## src/rtl/uart_pkg.sv

```systemverilog
// Shared widths and receiver FSM state type for the UART receive path.
package uart_pkg;

  localparam int unsigned UART_DATA_W = 8;
  localparam int unsigned UART_DIV_W  = 16;

  typedef enum logic [1:0] {
    StIdle,
    StStart,
    StData,
    StStop
  } uart_state_e;

endpackage

```

## src/rtl/uart_sync.sv

```systemverilog
// Multi-flop synchronizer for the asynchronous serial line; resets to the idle (high) level.
module uart_sync #(
  parameter int unsigned SYNC_STAGES = 2
) (
  input  logic clk,
  input  logic rst,
  input  logic d_i,
  output logic q_o
);

  logic [SYNC_STAGES-1:0] sync_q;

  always_ff @(posedge clk or posedge rst) begin
    if (rst) begin
      sync_q <= '1;
    end else begin
      sync_q <= {sync_q[SYNC_STAGES-2:0], d_i};
    end
  end

  assign q_o = sync_q[SYNC_STAGES-1];

endmodule

```

## src/rtl/uart_rx.sv

```systemverilog
// 8N1 UART receiver: mid-bit sampling driven by a per-frame latched divisor, with a
// single-entry holding register, frame-error and overrun pulses.
module uart_rx
  import uart_pkg::*;
#(
  parameter int unsigned SYNC_STAGES = 2
) (
  input  logic                   clk,
  input  logic                   rst,
  input  logic                   sin,
  input  logic                   en,
  input  logic [UART_DIV_W-1:0]  clk_div,
  output logic [UART_DATA_W-1:0] rx_data,
  output logic                   rx_valid,
  input  logic                   rx_ready,
  output logic                   frame_err,
  output logic                   overrun,
  output logic                   busy
);

  logic                   s_sin;
  logic                   prev_q;
  uart_state_e            state_q, state_d;
  logic [UART_DIV_W-1:0]  cnt_q, cnt_d;
  logic [UART_DIV_W-1:0]  div_q, div_d;
  logic [2:0]             bit_q, bit_d;
  logic [UART_DATA_W-1:0] shift_q, shift_d;
  logic                   done_q, done_d;
  logic                   ferr_q, ferr_d;
  logic [UART_DATA_W-1:0] data_q, data_d;
  logic                   valid_q, valid_d;
  logic                   falling;
  logic                   sample;

  uart_sync #(
    .SYNC_STAGES(SYNC_STAGES)
  ) u_sync (
    .clk(clk),
    .rst(rst),
    .d_i(sin),
    .q_o(s_sin)
  );

  assign falling = prev_q & ~s_sin;
  assign sample  = (cnt_q == '0);

  always_comb begin
    state_d = state_q;
    cnt_d   = cnt_q;
    div_d   = div_q;
    bit_d   = bit_q;
    shift_d = shift_q;
    done_d  = 1'b0;
    ferr_d  = 1'b0;
    if (!en) begin
      state_d = StIdle;
    end else begin
      unique case (state_q)
        StIdle: begin
          if (falling) begin
            state_d = StStart;
            div_d   = clk_div;
            // Counter reaches zero exactly clk_div>>1 cycles after the edge.
            cnt_d   = (clk_div >> 1) - UART_DIV_W'(1);
          end
        end
        StStart: begin
          if (sample) begin
            cnt_d   = div_q - UART_DIV_W'(1);
            bit_d   = 3'd0;
            state_d = s_sin ? StIdle : StData;
          end else begin
            cnt_d = cnt_q - UART_DIV_W'(1);
          end
        end
        StData: begin
          if (sample) begin
            shift_d[bit_q] = s_sin;
            cnt_d          = div_q - UART_DIV_W'(1);
            if (bit_q == 3'd7) begin
              state_d = StStop;
            end else begin
              bit_d = bit_q + 3'd1;
            end
          end else begin
            cnt_d = cnt_q - UART_DIV_W'(1);
          end
        end
        StStop: begin
          if (sample) begin
            state_d = StIdle;
            done_d  = s_sin;
            ferr_d  = ~s_sin;
          end else begin
            cnt_d = cnt_q - UART_DIV_W'(1);
          end
        end
        default: state_d = StIdle;
      endcase
    end
  end

  // Holding register: a completed byte is taken if empty or being drained this cycle.
  always_comb begin
    data_d  = data_q;
    valid_d = valid_q;
    if (valid_q && rx_ready) begin
      valid_d = 1'b0;
    end
    if (done_q && (!valid_q || rx_ready)) begin
      data_d  = shift_q;
      valid_d = 1'b1;
    end
  end

  always_ff @(posedge clk or posedge rst) begin
    if (rst) begin
      state_q <= StIdle;
      cnt_q   <= '0;
      div_q   <= '0;
      bit_q   <= '0;
      shift_q <= '0;
      done_q  <= 1'b0;
      ferr_q  <= 1'b0;
      prev_q  <= 1'b1;
      data_q  <= '0;
      valid_q <= 1'b0;
    end else begin
      state_q <= state_d;
      cnt_q   <= cnt_d;
      div_q   <= div_d;
      bit_q   <= bit_d;
      shift_q <= shift_d;
      done_q  <= done_d;
      ferr_q  <= ferr_d;
      prev_q  <= s_sin;
      data_q  <= data_d;
      valid_q <= valid_d;
    end
  end

  assign rx_data   = data_q;
  assign rx_valid  = valid_q;
  assign frame_err = ferr_q;
  assign overrun   = done_q & valid_q & ~rx_ready;
  assign busy      = (state_q != StIdle);

endmodule
```

## config.mk

```make
export PLATFORM = sky130hd
export DESIGN_NAME = uart_rx
export DESIGN_NICKNAME = d
export VERILOG_FILES = /design/src/rtl/uart_pkg.sv /design/src/rtl/uart_sync.sv /design/src/rtl/uart_rx.sv
export SDC_FILE = /design/constraint.sdc
export NUM_CORES = 1
export LEC_CHECK = 0
export ABC_AREA = 1
export CAP_MARGIN = 10
export CORE_MARGIN = 2
export CORE_UTILIZATION = 63
export CTS_BUF_LIST = sky130_fd_sc_hd__clkbuf_16
export DETAILED_ROUTE_END_ITERATION = 16
export PLACE_DENSITY = 0.95
export SYNTH_ARGS = -nofsm -noshare
export SYNTH_HDL_FRONTEND = slang
export SYNTH_SLANG_ARGS = --single-unit
```

## constraint.sdc

```tcl
create_clock -name clk -period 5.4 [get_ports clk]
set_input_delay 1.35 -clock clk [delete_from_list [all_inputs] [get_ports clk]]
set_output_delay 1.35 -clock clk [all_outputs]
set_load 0.005 [all_outputs]
```

Word-level counts from Yosys, hierarchy flattened
Index checks and enable logic that the tools add are counted.

word-level totals
  output and inout bits = 12
  register bits after elaboration = 59

operators by class
  reduce and logical (&&, ||, !) cells = 16
  muxes and demuxes = 27
  eq/ne operators = 14
  add/subtract/negate cells = 4
  bitwise logic cells = 5
  $lt $le $gt $ge = 2

operators by type and width
  cell                                                                count
  two-way mux 16 bit                                                  3
  one-hot mux 16 bit (3 select lines)                                 1
  subtractor 16 x 1 -> 16 bit (second input constant)                 2
  logical NOT 16 bit                                                  1
  subtractor 15 x 1 -> 16 bit (second input constant)                 1
  inequality test 3 bit (second input constant)                       5
  two-way mux 2 bit                                                   7
  inequality test 2 bit (second input constant)                       5
  AND reduction 5 bit                                                 2
  two-way mux 1 bit                                                   9
  two-way mux 3 bit                                                   3
  AND reduction 3 bit                                                 3
  bitwise mux 8 bit                                                   1
  one-hot mux 2 bit (4 select lines)                                  1
  one-hot mux 3 bit (2 select lines)                                  1
  nonzero test 2 bit                                                  3
  == test 2 bit (second input constant)                               2
  less-than comparator 3 x 4 -> 1 bit (second input constant)         1
  adder 3 x 1 -> 3 bit (second input constant)                        1
  AND 1 bit                                                           3
  demux 1 bit (select 3 bit)                                          1
  == test 3 bit (second input constant)                               1
  greater-or-equal comparator 3 x 1 -> 1 bit (second input constant)  1
  logical AND 1 bit                                                   3
  6 further kinds                                                     7

Longest topological paths before layout
  depth in word-level cells = 5
  depth in mapped cells = 12
  depth with buffers taken out = 12

Cells and area by module
A second synthesis with hierarchy kept.

unflattened totals
  cell total of the unflattened synthesis = 575
  area, all modules = 3950.0 µm²

modules (own cells, without submodules)
  module     seq. area each (µm²)  instances  area each (µm²)  cells an instance
  uart_rx    1427.6                1          3893.7           572
  uart_sync  52.6                  1          56.3             3

Worst setup path before layout
OpenSTA, ideal clock, no wires.

  path type = input-to-output
  start point = input rx_ready
  end point = output overrun
  path slack = 2.499 ns
  data arrival time = 1.551 ns
  required time = 4.050 ns
  stages = 3
  cell sequence = inv_1 nand2_1 nor2_1

on the way
  cells in the longest elaborated chain, start to end = 2

RTL lines
  element         line            text
  from (decl)     uart_rx.sv:15   input logic rx_ready,
  inverter 1 bit  uart_rx.sv:145  assign overrun = done_q & valid_q & ~rx_ready;
  AND 1 bit       uart_rx.sv:145
  to (decl)       uart_rx.sv:17   output logic overrun,

No other way between the ends.

Worst setup path after layout
  start point = register state_q[0]
  end point = output busy

on the way
  cells in the longest elaborated chain, start to end = 1

RTL lines
  element                 line            text
  from (decl)             uart_rx.sv:23   uart_state_e state_q, state_d;
  from (signal assigned)  uart_rx.sv:118  state_q <= StIdle;
  from (signal assigned)  uart_rx.sv:129  state_q <= state_d;
  nonzero test 2 bit      uart_rx.sv:146  assign busy = (state_q != StIdle);
  to (decl)               uart_rx.sv:18   output logic busy

No other way between the ends.

==> results.yml <==
yosys:
  synth_ff_type: "dfrtp_1"
  ys_types: 40
  synth_nets: 612
  async_reset_ff_frac: 1.00
  synth_seq_area_share: 0.369
  syn_avg_cell_area_um2: 6.91
  synth_area_mm2: 0.00402
  synth_edf_count: 0
  synth_warnings: 0
  syn-instance-count: 581
  synth_seq_cells: 59
routing:
  ant_nets: 0
  drt-vias-per-instance: 5.79
  post_drt_wl_per_cell_um: 14.7
  num_vias: 4020
  first_iter_violations: 309
  drcViolationCount: 0
  drt_first_pass_iters: 5
  wirelength_mm: 10.2
power_and_ir_drop:
  powerDensity_mw_per_mm2: 469
  cellLeakagePower_nw: 2.32
  vdd_drop_max_mv: 0.306
global_route:
  grt_pass1_wl_mm: 17.4
  grt-ovfl-total: 0
  antenna_found_initial: 0
  grt_max_degree: 60
  grt_pass1_vias: 3816
  track_usage: 0.309
status:
  outcome: "finished, final reports clean"
cts:
  cts.sinks: 59
  clk_latency_ps: 340
  path_clk_slew_ps: 60
  cts_tree: "built"
  cts_root_buf: "clkbuf_16"
  postCtsSetupBuffers: 0
  holdBufCountCts: 0
  clk_path_buf_depth: 2
  cts_resized: 0
  cts_htree_levels: 3
  cts_inserted_buffers: 9
min_path:
  holdPathStages: 0
  hp-class: "register to register"
timing:
  setup_violations: 0
  min_period_over_period: 0.722
  fmax_mhz: 257
  period_needed_ps: 3900
  rsz0062_at_grt: "no"
  drv_slew: 0
  worstMarginPinSlew_ps: 983
  slew_headroom: 0.343
  tns_ps: 0
  fin_worst_skew_ps: 5.61
  hold_violations: 0
die:
  initial_core_util: 0.644
  core_region_area_mm2: 0.00624
  dieWidth_um: 83.8
  boundaryPins: 33
  die-area_mm2: 0.00703
  die_h_um: 83.8
  placementRows: 29
layout:
  area_growth_pct: 16.5
  multi_input_area_mm2: 0.00216
  final_cell_mix: "155 x nand2_1, 79 x nor2_1, 75 x inv_1"
  nFillCells: 477
  regArea_mm2: 0.00148
  layout.nets: 643
  fin_cells: 694
  drive_gt1_frac: 0.0746
  antenna_cells: 0
  utilization: 0.750
  final_common_cell: "nand2_1"
critical_path:
  reg2reg_depth: 9
  cp.depth: 4
  cpMaxStageDelayCell: "clkdlybuf4s50_1"
  r2r_start: "state_q[0]"
  critPathMostFrequentCell: "inv_1"
  setup.worst_path.end: "busy"
  crit_chain: "inv_1 -> ha_1 -> inv_1 -> clkdlybuf4s50_1"
  reg2reg_to: "cnt_q[11]"
  critPathLaunch: "state_q[0]"
  worstSetupEndpointType: "primary output"
  crit_family: "buffers and inverters"
  cp_data_arrival_time_ps: 2550
  ff2ff_setup_slack_ps: 2670
  worstPathRequired_ps: 4050
  crit_type: "register to primary output"
  slowest_delay_ps: 630
  critPathBufInv: 3
  cp-start-kind: "register"
  crit_fanout: 22
placed_design:
  io_buffers: 32
  place_hpwl_mm: 7.23
  gp_congestion: 0.952
  dp.cells: 678
run:
  maxCapViolCount: 0
kinds of logic (layout without fill, tap and decap cells):
family | Yosys count | after routing | share of synthesized area
XOR/XNOR | 18 | 18 | 0.0393
AND/OR/NAND/NOR | 308 | 308 | 0.332
buffers and inverters | 91 | 127 | 0.0944
flip-flops | 59 | 59 | 0.369
AO/OA/AOI/OAI | 91 | 91 | 0.124
multiplexers | 4 | 4 | 0.0112
adder cells (fa/ha/maj) | 10 | 10 | 0.0312
cell usage after synthesis, types with 2 or more instances:
master | number | area, um^2
nand2_1 | 155 | 582
nor2_1 | 79 | 297
inv_1 | 76 | 285
dfrtp_1 | 56 | 1400
o21ai_0 | 46 | 230
nand3_1 | 44 | 220
a21oi_1 | 31 | 155
xor2_1 | 11 | 96.3
ha_1 | 10 | 125
nand4_1 | 8 | 50.1
clkbuf_1 | 7 | 26.3
xnor2_1 | 7 | 61.3
mux2_2 | 4 | 45.0
nor2_2 | 4 | 25.0
nor3_1 | 4 | 20.0
a21oi_2 | 3 | 26.3
buf_2 | 3 | 15.0
dfstp_2 | 3 | 78.8
nor2_4 | 3 | 33.8
a31oi_1 | 2 | 12.5
inv_2 | 2 | 7.51
nand3_2 | 2 | 20.0
nand3_4 | 2 | 35.0
nor4_1 | 2 | 12.5
o211ai_1 | 2 | 15.0
layer usage:
layer	track usage	vias up	routed length (um)	share of wire
li1	-	1923	-	-
met1	0.361	1858	4070	0.40
met2	0.535	196	5130	0.50
met3	0.0534	43	608	0.060
met4	0.169	0	412	0.040
met5	0	-	0	0
power by group:
part           switching, W  total [W]  leakage, nW  internal [W]
clock              0.000226   0.000634        0.160      0.000408
sequential         0.000135   0.000693        0.729      0.000558
combinational      0.000566   0.000868         1.43      0.000303
stage by stage:
stage,worst slack [ps],cell area [um^2],hold slack (ps),total power [W]
after CTS,1570,4680,356,0.00218
after global routing,1450,4680,364,0.00235
after detailed placement,1580,4350,348,0.00153
after floorplan,2500,4020,345,0.00134
final,1500,4680,354,0.00219
after global placement,1610,4350,347,0.00149
layout make-up:
type                    count  share of cell area
inverters                  78              0.0626
clock buffers               9              0.0481
clock inverters             7              0.0214
well taps                  77              0.0206
repair buffers             33              0.0701
flip-flops and latches     59               0.316
multi-input cells         431               0.461
worst min path at each step:
stage,start,to,slack (ps)
finish,u_sync.sync_q[0],u_sync.sync_q[1],350
global route,u_sync.sync_q[0],u_sync.sync_q[1],360
CTS,u_sync.sync_q[0],u_sync.sync_q[1],360
detailed placement,u_sync.sync_q[0],u_sync.sync_q[1],350
global placement,u_sync.sync_q[0],u_sync.sync_q[1],350
floorplan,u_sync.sync_q[0],u_sync.sync_q[1],350
state kept, by name (all words and copies together), names as in the netlist:
signal,count
cnt_q,16
div_q,16
rx_data,8
shift_q,8
bit_q,3
state_q,2
u_sync.sync_q,2
done_q,1
frame_err,1
prev_q,1
rx_valid,1
Power figures use the tool's default switching activity.
